### config.mk
export PLATFORM = sky130hd
export DESIGN_NAME = wb_port_scheduler
export DESIGN_NICKNAME = d
export VERILOG_FILES = /design/src/rtl/wb_port_scheduler_pkg.sv /design/src/rtl/wb_rr_pick.sv /design/src/rtl/wb_port_scheduler.sv
export SDC_FILE = /design/constraint.sdc
export NUM_CORES = 1
export LEC_CHECK = 0
export ABC_AREA = 1
export CORE_MARGIN = 1.5
export CORE_UTILIZATION = 37
export DETAILED_ROUTE_END_ITERATION = 12
export GPL_TIMING_DRIVEN = 1
export PLACE_DENSITY = 0.6
export SETUP_SLACK_MARGIN = 0.5
export SLEW_MARGIN = 20
export SYNTH_ARGS = -nofsm -noshare
export SYNTH_HDL_FRONTEND = slang
export SYNTH_SLANG_ARGS = --single-unit
### constraint.sdc
create_clock -name clk -period 4.8 [get_ports clk]
set_input_delay 0.96 -clock clk [delete_from_list [all_inputs] [get_ports clk]]
set_output_delay 0.96 -clock clk [all_outputs]
set_load 0.02 [all_outputs]
### src/rtl/wb_port_scheduler_pkg.sv
// Shared definitions for the GPR writeback-port scheduler.
//   - default widths and requester count
//   - source-index enumeration (load unit sits on the fixed-priority index)
//   - zom encodings for the writeback result mux
//   - grant-rule tag used to decide when the round-robin pointer advances
package wb_port_scheduler_pkg;

  localparam int NSRC_DEF       = 7;
  localparam int ADDR_W_DEF     = 5;
  localparam int PRIO_SRC_DEF   = 0;
  localparam int STARVE_MAX_DEF = 7;

  // Result producers. LOAD occupies index 0 so it coincides with PRIO_SRC.
  typedef enum logic [2:0] {
    SRC_LOAD  = 3'd0,
    SRC_ALU   = 3'd1,
    SRC_SHIFT = 3'd2,
    SRC_MUL   = 3'd3,
    SRC_DIV   = 3'd4,
    SRC_SPR   = 3'd5,
    SRC_BRL   = 3'd6
  } wb_src_e;

  localparam logic [2:0] ZOM_DATA = 3'b000;
  localparam logic [2:0] ZOM_ZERO = 3'b001;
  localparam logic [2:0] ZOM_ONE  = 3'b010;
  localparam logic [2:0] ZOM_M1   = 3'b100;

  typedef enum logic [1:0] {
    GRANT_NONE   = 2'd0,
    GRANT_PRIO   = 2'd1,
    GRANT_STARVE = 2'd2,
    GRANT_RR     = 2'd3
  } grant_rule_e;

endpackage

### src/rtl/wb_rr_pick.sv
// Combinational round-robin picker.
// Returns the first requester at or after ptr_i (scanning cyclically) that is
// set in req_i and not set in excl_i.
// Ports:
//   req_i   [N]  request vector
//   excl_i  [N]  indices never granted by this picker
//   ptr_i   [IW] scan start index
//   gnt_o   [N]  one-hot grant (zero when nothing eligible)
//   idx_o   [IW] binary index of the grant
//   valid_o      a grant exists
module wb_rr_pick #(
  parameter int N = 7,
  localparam int IW = (N > 1) ? $clog2(N) : 1
) (
  input  logic [N-1:0]  req_i,
  input  logic [N-1:0]  excl_i,
  input  logic [IW-1:0] ptr_i,
  output logic [N-1:0]  gnt_o,
  output logic [IW-1:0] idx_o,
  output logic          valid_o
);

  logic [N-1:0] elig;

  assign elig = req_i & ~excl_i;

  always_comb begin
    gnt_o   = '0;
    idx_o   = '0;
    valid_o = 1'b0;
    for (int k = 0; k < N; k++) begin
      if (!valid_o && elig[(int'(ptr_i) + k) % N]) begin
        valid_o                       = 1'b1;
        gnt_o[(int'(ptr_i) + k) % N]  = 1'b1;
        idx_o                         = IW'((int'(ptr_i) + k) % N);
      end
    end
  end

endmodule

### src/rtl/wb_port_scheduler.sv
// Writeback-port scheduler: arbitrates up to NSRC result producers onto the
// single GPR write port and registers the winner into one writeback slot.
// Ports:
//   clk, reset_n         clock, synchronous active-low reset
//   req_valid [NSRC]     per-requester write request
//   req_addr  [NSRC*AW]  per-requester target GPR (slice i = requester i)
//   req_zom   [NSRC*3]   per-requester constant override (000 = data)
//   req_ready [NSRC]     one-hot accept
//   flush                pipeline flush, drops the slot and wait state
//   wb_stall             register-file port busy, slot is held
//   wb_sel    [NSRC]     one-hot result-mux source select
//   wb_zom    [3]        result-mux constant control
//   wb_valid             register-file write enable
//   wb_addr   [AW]       register-file write address
//   wb_done   [NSRC]     retire pulse to the owning requester
module wb_port_scheduler
  import wb_port_scheduler_pkg::*;
#(
  parameter int NSRC       = NSRC_DEF,
  parameter int ADDR_W     = ADDR_W_DEF,
  parameter int PRIO_SRC   = PRIO_SRC_DEF,
  parameter int STARVE_MAX = STARVE_MAX_DEF
) (
  input  logic                   clk,
  input  logic                   reset_n,
  input  logic [NSRC-1:0]        req_valid,
  input  logic [NSRC*ADDR_W-1:0] req_addr,
  input  logic [NSRC*3-1:0]      req_zom,
  output logic [NSRC-1:0]        req_ready,
  input  logic                   flush,
  input  logic                   wb_stall,
  output logic [NSRC-1:0]        wb_sel,
  output logic [2:0]             wb_zom,
  output logic                   wb_valid,
  output logic [ADDR_W-1:0]      wb_addr,
  output logic [NSRC-1:0]        wb_done
);

  localparam int CNT_W = $clog2(STARVE_MAX + 1);
  localparam int PTR_W = (NSRC > 1) ? $clog2(NSRC) : 1;

  logic              wb_valid_q;
  logic [NSRC-1:0]   wb_sel_q;
  logic [2:0]        wb_zom_q;
  logic [ADDR_W-1:0] wb_addr_q;
  logic [PTR_W-1:0]  owner_q;
  logic [PTR_W-1:0]  rr_ptr_q;
  logic [PTR_W-1:0]  rr_ptr_d;
  logic [CNT_W-1:0]  cnt_q [NSRC];

  logic              can_accept;
  logic              retire;
  logic [NSRC-1:0]   starved;
  logic              starve_valid;
  logic [PTR_W-1:0]  starve_idx;
  logic [NSRC-1:0]   prio_mask;
  logic [NSRC-1:0]   rr_gnt;
  logic [PTR_W-1:0]  rr_idx;
  logic              rr_valid;
  logic [NSRC-1:0]   grant_oh;
  logic [PTR_W-1:0]  grant_idx;
  grant_rule_e       grant_rule;
  logic              hs;
  logic [ADDR_W-1:0] hs_addr;
  logic [2:0]        hs_zom;

  assign can_accept = reset_n && !flush && (!wb_valid_q || !wb_stall);
  // A retire is counted even in a flush cycle: the write was already on the port.
  assign retire     = reset_n && wb_valid_q && !wb_stall;
  assign prio_mask  = NSRC'(1) << PRIO_SRC;

  always_comb begin
    for (int i = 0; i < NSRC; i++) begin
      starved[i] = req_valid[i] && (cnt_q[i] == CNT_W'(STARVE_MAX));
    end
  end

  // Descending scan so the lowest starved index wins.
  always_comb begin
    starve_valid = 1'b0;
    starve_idx   = '0;
    for (int i = NSRC - 1; i >= 0; i--) begin
      if (starved[i]) begin
        starve_valid = 1'b1;
        starve_idx   = PTR_W'(i);
      end
    end
  end

  wb_rr_pick #(.N(NSRC)) u_rr_pick (
    .req_i   (req_valid),
    .excl_i  (prio_mask),
    .ptr_i   (rr_ptr_q),
    .gnt_o   (rr_gnt),
    .idx_o   (rr_idx),
    .valid_o (rr_valid)
  );

  always_comb begin
    grant_oh   = '0;
    grant_idx  = '0;
    grant_rule = GRANT_NONE;
    if (can_accept) begin
      if (req_valid[PRIO_SRC]) begin
        grant_oh   = prio_mask;
        grant_idx  = PTR_W'(PRIO_SRC);
        grant_rule = GRANT_PRIO;
      end else if (starve_valid) begin
        grant_oh   = NSRC'(1) << starve_idx;
        grant_idx  = starve_idx;
        grant_rule = GRANT_STARVE;
      end else if (rr_valid) begin
        grant_oh   = rr_gnt;
        grant_idx  = rr_idx;
        grant_rule = GRANT_RR;
      end
    end
  end

  assign hs        = (grant_rule != GRANT_NONE);
  assign req_ready = grant_oh;

  always_comb begin
    hs_addr = '0;
    hs_zom  = ZOM_DATA;
    for (int i = 0; i < NSRC; i++) begin
      if (grant_oh[i]) begin
        hs_addr = req_addr[i*ADDR_W +: ADDR_W];
        hs_zom  = req_zom[i*3 +: 3];
      end
    end
  end

  assign rr_ptr_d = (grant_idx == PTR_W'(NSRC - 1)) ? '0 : grant_idx + 1'b1;

  // Writeback slot. HELD (valid && stall) falls through every branch and holds.
  always_ff @(posedge clk) begin
    if (!reset_n) begin
      wb_valid_q <= 1'b0;
      wb_sel_q   <= '0;
      wb_zom_q   <= ZOM_DATA;
      wb_addr_q  <= '0;
      owner_q    <= '0;
    end else if (flush) begin
      wb_valid_q <= 1'b0;
      wb_sel_q   <= '0;
      wb_zom_q   <= ZOM_DATA;
    end else if (hs) begin
      wb_valid_q <= 1'b1;
      wb_addr_q  <= hs_addr;
      wb_zom_q   <= hs_zom;
      wb_sel_q   <= (hs_zom == ZOM_DATA) ? grant_oh : '0;
      owner_q    <= grant_idx;
    end else if (retire) begin
      wb_valid_q <= 1'b0;
      wb_sel_q   <= '0;
      wb_zom_q   <= ZOM_DATA;
    end
  end

  // Only round-robin grants move the pointer; priority and starvation grants
  // must not disturb fairness among the remaining requesters.
  always_ff @(posedge clk) begin
    if (!reset_n) begin
      rr_ptr_q <= '0;
    end else if (grant_rule == GRANT_RR) begin
      rr_ptr_q <= rr_ptr_d;
    end
  end

  always_ff @(posedge clk) begin
    for (int i = 0; i < NSRC; i++) begin
      if (!reset_n || flush) begin
        cnt_q[i] <= '0;
      end else if (!req_valid[i] || grant_oh[i]) begin
        cnt_q[i] <= '0;
      end else if (cnt_q[i] != CNT_W'(STARVE_MAX)) begin
        cnt_q[i] <= cnt_q[i] + 1'b1;
      end
    end
  end

  assign wb_valid = wb_valid_q;
  assign wb_sel   = wb_sel_q;
  assign wb_zom   = wb_zom_q;
  assign wb_addr  = wb_addr_q;
  assign wb_done  = retire ? (NSRC'(1) << owner_q) : '0;

endmodule

# After elaboration in Yosys (flattened, before gate mapping)
# Memories as Yosys holds them, arrays and structs flattened.
# Cells that the tools add are included.
# classes
magnitude_cmp	14
n_addsub	14
n_div	7
shift	2
eq_ne	16
bitwise_logic	22
n_reduce_logical	55
n_mux	170
# op_table
cell	count
$ge A32 B1 Y1 const B	7
$lt A32 B5 Y1 const B	7
$mod A32 B4 Y32 const B	6
$mux W3	42
$mux W7	15
$mux W1	88
$or A7 B7 Y7	6
$mux W5	7
$mod A4 B4 Y32 const B	1
$add A3 B1 Y3 const B	8
$eq A3 B3 Y1 const B	8
$logic_and A1 B1 Y1	24
$bmux W1 S3	7
$demux W1 S3	7
$ne A3 B3 Y1 const B	7
$logic_not A1 Y1	17
$or A1 B1 Y1	14
$shl A1 B3 Y7 const A	2
$add A3 B3 Y4 const B	3
$logic_or A1 B1 Y1	9
$add A3 B2 Y4 const B	2
$mux W2	4
$add A3 B1 Y4 const B	1
$reduce_bool A2 Y1	2
5 further kinds	6
# word_totals
in_bits	67
mem_count	1
ff_bits	22
elab_cells	307
ramBits	21
# mem_list
memory	words	width	rd	rd_clocked_by_memory_dff	wr	line_no	rtl
cnt_q	7	3	7	0	7	wb_port_scheduler.sv:49	logic [CNT_W-1:0] cnt_q [NSRC];

# Depth between registers and ports, before layout
# Gate-level depths: netlist of run 1.
# depth
depth_word	37
depth_mapped	37
ltp_nobuf	36

# By module
# Synthesis of run 1 repeated with hierarchy kept, for this count alone.
# unflattened
hier_cells	973
area_unflattened_um2	5876.9
# by_module_without_submodules
mod	cells_per_inst	area_each_um2	instances	seq_area_each_um2
wb_rr_pick	564	2974.1	1	0.0
wb_port_scheduler	409	2902.8	1	1071.0

# Worst setup path after synthesis of run 1
# Ideal clock, no wire load.
# synth_timing
path_kind	reg2out
from	register rr_ptr_q[0]
to	output req_ready[4]
setup_slack_ns	-0.349
stages_incl_launch_ff	29
t_arrival_ns	4.189
n_path_buf	4
required_time_ns	3.840
path_cell_list	dfxtp_1 buf_4 clkbuf_1 inv_1 ha_1 buf_2 inv_1 ha_1 ha_1 inv_1 nand2_2 xor2_1 ha_1 nand3_1 nand2_1 nand2_1 nand3_1 nand2_1 nand2_1 nand2_1 nand4_4 nor2_4 inv_1 nor2_1 nand3_1 nand3_1 nand2_1 nand2_1 buf_2
# synth_via
elab_chain_cells	27
elab_cells_between_ends	105
classes_between	6 x add/sub; 7 x div; 14 x order compare; 53 x mux; 6 x bitwise; 19 x reduce/logical
# synth_lines
item	line_no	rtl
start: declaration	wb_port_scheduler.sv:47	logic [PTR_W-1:0] rr_ptr_q;
start signal: assignment	wb_port_scheduler.sv:167	rr_ptr_q <= rr_ptr_d;
parallel branches: the longest is 23 deep, another holds $mod A32 B4 Y32	-	
$mux W7 *	wb_port_scheduler.sv:112	end else if (rr_valid) begin
$mux W7 *	wb_port_scheduler.sv:108	end else if (starve_valid) begin
$mux W7 *	wb_port_scheduler.sv:104	if (req_valid[PRIO_SRC]) begin
$mux W7 *	wb_port_scheduler.sv:103	if (can_accept) begin
end: declaration	wb_port_scheduler.sv:29	output logic [NSRC-1:0] req_ready,
# Mark *: on every way between the ends. The select of a mux whose other input is x is not followed.

# Worst setup path after layout of run 1
# layout_timing
from	register rr_ptr_q[1]
to	output req_ready[4]
# The elaborated chain is that of the path after synthesis.

==> results of run 1 <==
routing by layer:
metal	up-vias	track usage	routed length (um)	share of wire
met5	-	0	0	0
met4	0	0.07911	478	0.024
met3	34	0.04768	1065	0.053
met2	174	0.4308	9618	0.48
met1	3114	0.3313	9030	0.45
li1	3492	-	-	-
where the power goes:
group | internal (mW) | switching [mW]
sequential | 0.394 | 0.00986
combinational | 0.419 | 0.562
clock | 0.195 | 0.168
total | 1.01 | 0.740
stage by stage:
| stage | hold slack [ns] | power, mW | instance area, um^2 | setup WS, ns |
|---|---|---|---|---|
| 2_1_floorplan | 0.4453 | 0.9120 | 5767 | 0.4632 |
| 3_3_place_gp | 0.4519 | 1.264 | 7807 | -0.06222 |
| 3_5_place_dp | 0.4551 | 1.267 | 7807 | -0.1008 |
| 4_1_cts | 0.4653 | 1.683 | 8304 | 0.1575 |
| 5_1_grt | 0.4923 | 1.865 | 8696 | -0.1200 |
| 6_report | 0.4644 | 1.749 | 8696 | 0.07008 |
flip-flops by register name, summed over array words and instances (netlist names):
signal and cells:
wb_addr 5, wb_zom 3, wb_sel 7, cnt_q 21, owner_q 3, rr_ptr_q 3, wb_valid 1
worst paths after layout:
path | start | end | slack, ns | cells past startpoint
max reg2reg | rr_ptr_q[1]$_SDFFE_PN0N_ | wb_sel[5]$_SDFFE_PN0P_ | 0.34 | 35
min reg2reg | wb_sel[5]$_SDFFE_PN0P_ | wb_sel[5]$_SDFFE_PN0P_ | 0.46 | 2
min | wb_sel[5]$_SDFFE_PN0P_ | wb_sel[5]$_SDFFE_PN0P_ | 0.46 | 2
max | rr_ptr_q[1]$_SDFFE_PN0N_ | req_ready[4] | 0.07 | 28
cell usage in the layout (no fill, tap or decap), drive strengths merged, types with 22 or more instances in the layout:
master,instances
a21oi,41
buf,159
clkdlybuf4s50,90
dfxtp,22
ha,42
inv,132
nand2,316
nand3,81
nand4,33
nor2,98
nor3,23
o21ai,48
area by class of cell:
type	instances	area (um^2)
Clock inverter	3	23.77
Tap cell	184	230.2
Clock buffer	5	125.1
Timing Repair Buffer	249	2186
Fill cell	1392	5838
Sequential cell	43	1082
Inverter	135	533.0
Multi-Input combinational cell	726	4516
kinds of logic (layout without fill, tap and decap cells):
family,Yosys count,count (layout)
flops,43,43
xor+xnor,9,9
simple gates,562,562
buf+inv,149,392
fa+ha+maj,43,43
compound gates,112,112
what timing repair did:
action / 4_1_cts / 5_1_grt
pin swaps: 36 / 44
setup endpoints to repair: 17 / 59
hold endpoints to repair: 0 / 0
gates resized for setup: 98 / 73
setup buffers: 7 / 16
hold buffers: 0 / 0
tightest hold or removal path, stage by stage, from the launching register on:
cell,delay [ns]
dfxtp_1,0.31
nand2_1,0.06
a21oi_1,0.05
==> qor.yml, run 1 <==
detailed_routing:
  avgViaCountPerCell: 5.066
  drt-wirelength-per-cell_um: 15.01
  drtIter0Drc: 424
  wl_um: 20190
  ant_nets: 0
  drt_pass1_iterations: 5
  drc_errors: 0
  dr_total_vias: 6814
timing:
  worstMarginPinSlew_ns: 0.7875
  max_freq_mhz: 211.4
  rsz0062_at_grt: "true"
  post-route-period-util: 0.9854
  fin_worst_skew_ns: 0.007476
  hold_viol_final: 0
  relSlewSlack: 0.4718
  report.final.slew_viol_count: 0
  final-setup-viol-count: 0
  period_minus_slack_ns: 4.730
  tns_ns: 0
synthesis:
  synth_area_leader_cell: "nand2_1"
  synth_simple_gate_area_frac: 0.4633
  synth-seq-cells: 43
  synth_adder_area_share: 0.09941
  synth_area_leaders: "nand2_1 20%, edfxtp_1 11%, ha_1 9.6%"
  yosysSeqAreaShare: 0.1952
  synth.distinct_cells: 51
  ys.flop_type: "dfxtp_1"
  synthXorXnorAreaFrac: 0.01436
  syn_area_per_cell_um2: 5.978
  synth_compound_area_frac: 0.1172
  synth_edf_count: 21
  synth.top_cells.by_count: "295 x nand2_1, 126 x inv_1, 86 x nor2_1"
  synth_most_common_cell: "nand2_1"
  synth.net_count: 1028
  synthArstFlopShare: 0
  synth_top_family_by_area: "simple AND/OR/NAND/NOR gates"
  synth_area_um2: 5488
  synthMuxAreaShare: 0
  synth_top_area_frac: 0.2018
  yosysWarningCount: 0
  synthCells: 918
clock_tree:
  cts-buffers-inserted: 5
  worst_skew_pair.late_latency_ns: 0.30
  clkTransAtPathRegs_ns: 0.07
  cts.sinks: 43
  cts_tree: "done"
  cts-root-buf: "clkbuf_16"
  htreeDepth: 2
  clk_path_buf_depth: 2
die:
  core.rowCount: 44
  dieArea_um2: 15570
  die_w_um: 124.8
  ios: 97
  initial_core_util: 0.3776
  die_h_um: 124.8
  design.core.area_um2: 14530
worst_setup_path:
  worstSetupEndpointType: "output port"
  crit_family: "simple AND/OR/NAND/NOR gates"
  worstSetupStartpointType: "register"
  cp.arrival_ns: 3.77
  critPathSlowestCell: "dfxtp_4"
  cp_common_cell: "nand2_4"
  critPathKind: "register to output port"
  cp_num_buf_inv: 5
  worstPathMaxFanout: 6
  max_stage_delay_ns: 0.40
  worstPathRequired_ns: 3.84
global_routing:
  grt_antenna_before_repair: 0
  grt_pass1_vias: 6467
  grt_start_max_net_pins: 18
  overflow: 0
  grt_pass1_wl_um: 32210
  grt_usage: 0.2560
flow_run:
  cap_violations: 0
min_path:
  hold_path_class: "register to register"
finish:
  drive_gt1_frac: 0.3066
  fin_util: 0.5983
  syn_to_final_growth_pct: 58.46
  fin_cells: 1345
  nNetsFinal: 1270
  num_antenna_cells: 0
place:
  portBuffers: 96
  dp_hpwl_um: 16280
  dp.cells: 1314
  routabilityCongestion: 0.9854
power_and_ir_drop:
  vdd_ir_drop_max_uv: 163.0
  power_density_nw_per_um2: 201.1
  leakagePower_nw: 4.015
outcome:
  outcome: "completed"
(Power assumes the default switching activity.)
==> run 2: changes to the inputs <==
Settings changed: GPL_ROUTABILITY_DRIVEN set to 0, SETUP_SLACK_MARGIN 0.5 to not set.
==> qor.yml, run 2 (synthesis results as in run 1) <==
detailed_routing:
  dr_total_vias: 6905
  drc_errors: 0
  drt_pass1_iterations: 5
  drt-wirelength-per-cell_um: 14.77
  drtIter0Drc: 435
  avgViaCountPerCell: 5.036
  wl_um: 20250
  ant_nets: 0
finish:
  layout_common_cells: "264 x nand2_1, 173 x buf_4, 118 x inv_1, 90 x clkdlybuf4s50_1, 75 x nor2_1"
  stdcell_area_um2: 8640
  fin_util: 0.5944
  largest_reg_flops: 21
  syn_to_final_growth_pct: 57.43
  nNetsFinal: 1296
  multiInputGateArea_um2: 4304
  num_antenna_cells: 0
  drive_gt1_frac: 0.2864
  regMostFlops: "cnt_q"
  final_common_cell: "nand2_1"
  fillers: 1415
  seqCellArea_um2: 1080
outcome:
  outcome: "completed"
die:
  core.rowCount: 44
  die_w_um: 124.8
  dieArea_um2: 15570
  design.core.area_um2: 14530
  ios: 97
  initial_core_util: 0.3776
  die_h_um: 124.8
worst_setup_path:
  worstPathMaxFanout: 6
  reg2reg_from: "rr_ptr_q[1]$_SDFFE_PN0N_"
  worstPathRequired_ns: 3.84
  reg2reg_slack_ns: 0.37
  rr_worst_depth: 34
  worstSetupEndpointType: "output port"
  cp.arrival_ns: 3.84
  reg2reg_to: "wb_sel[1]$_SDFFE_PN0P_"
  critPathKind: "register to output port"
  worstSetupStartpointType: "register"
timing:
  post-route-period-util: 0.9998
  period_minus_slack_ns: 4.799
  max_freq_mhz: 208.4
  whs_ns: 0.4678
  report.final.slew_viol_count: 0
  rsz0062_at_grt: "true"
  fin_worst_skew_ns: 0.01612
  tns_ns: 0
  worstMarginPinSlew_ns: 0.5003
  hold_viol_final: 0
  relSlewSlack: 0.6661
  final-setup-viol-count: 0
clock_tree:
  worst_skew_pair.late_latency_ns: 0.30
  clkTransAtPathRegs_ns: 0.08
  clk_path_buf_depth: 2
  cts-buffers-inserted: 5
  cts_tree: "done"
  htreeDepth: 2
  cts-root-buf: "clkbuf_16"
  cts.sinks: 43
global_routing:
  grt_pass1_vias: 6861
  grt_pass1_wl_um: 33150
  grt_usage: 0.2611
  grt_antenna_before_repair: 0
  grt_start_max_net_pins: 25
  overflow: 0
power_and_ir_drop:
  leakagePower_nw: 4.121
  vdd_ir_drop_max_uv: 167.0
  power_density_nw_per_um2: 207.4
min_path:
  min_to: "wb_zom[2]$_SDFFE_PN0P_"
  min_path_cells: 2
  hp-start: "wb_zom[2]$_SDFFE_PN0P_"
  hold_path_class: "register to register"
place:
  post_dp_cell_area_um2: 7735
  portBuffers: 96
  dp_hpwl_um: 16170
flow_run:
  cap_violations: 0
## run 2: routing by layer
metal / vias up / global-route usage / share of wire
met4: 0 / 0.08316 / 0.028
met2: 179 / 0.4512 / 0.48
met5: - / 0 / 0
met3: 35 / 0.03737 / 0.049
met1: 3149 / 0.3341 / 0.45
li1: 3542 / - / -
## run 2: per-stage QoR
step | setup WS, ns | power (mW) | cells
6_report | 0.001053 | 1.792 | 1371
5_1_grt | -0.1882 | 1.910 | 1371
4_1_cts | 0.0009441 | 1.717 | 1359
3_5_place_dp | -0.3961 | 1.261 | 1336
3_3_place_gp | -0.3750 | 1.259 | 1336
2_1_floorplan | 0.03035 | 0.8779 | 918
## run 2: area by class of cell
type                            count  share of cell area
Clock buffer                        5             0.01448
Timing Repair Buffer              275              0.2702
Clock inverter                      3            0.004924
Inverter                          135             0.06054
Sequential cell                    43              0.1250
Multi-Input combinational cell    726              0.4982
Tap cell                          184             0.02665
## run 2: worst max-delay path, cell delays in order (launching register included)
cell and delay [ns]:
dfxtp_4 0.41, ha_4 0.16, inv_4 0.04, ha_4 0.26
inv_2 0.04, ha_4 0.15, ha_4 0.16, buf_4 0.14
nand2_4 0.06, nand2_4 0.06, nor2_4 0.27, nand2_4 0.12
nand2_4 0.11, nand2_4 0.08, nand3_2 0.09, nand2_2 0.07
nor2_4 0.25, nor2_8 0.07, buf_4 0.15, nand3_4 0.07
nor2_4 0.05, nand2_1 0.09, nand2_2 0.07, nor2_2 0.13
nand3_1 0.10, nand2_2 0.10, nand2_2 0.07, buf_6 0.13
## run 2: repair_timing
| item | CTS | global route |
|---|---|---|
| hold buffers | 0 | 0 |
| gates resized for setup | 86 | 86 |
| buffers inserted | 15 | 12 |
| setup endpoints to repair | 6 | 15 |
| pin swaps | 17 | 49 |
## run 2: how the worst max path moves through the flow
| stage | slack (ns) | end | start | cells past startpoint |
|---|---|---|---|---|
| after floorplan | 0.03 | req_ready[4] | rr_ptr_q[0]$_SDFFE_PN0N_ | 28 |
| after global placement | -0.38 | req_ready[4] | rr_ptr_q[1]$_SDFFE_PN0N_ | 26 |
| after detailed placement | -0.40 | req_ready[4] | rr_ptr_q[1]$_SDFFE_PN0N_ | 26 |
| after CTS | 0.0009 | req_ready[4] | rr_ptr_q[1]$_SDFFE_PN0N_ | 27 |
| after global routing | -0.19 | req_ready[3] | rr_ptr_q[1]$_SDFFE_PN0N_ | 28 |
| final | 0.001 | req_ready[2] | rr_ptr_q[1]$_SDFFE_PN0N_ | 27 |
## run 2: power by group
group / total [mW] / switching (mW) / internal, mW
Sequential: 0.404 / 0.00949 / 0.395
Combinational: 0.981 / 0.551 / 0.430
Clock: 0.407 / 0.161 / 0.246
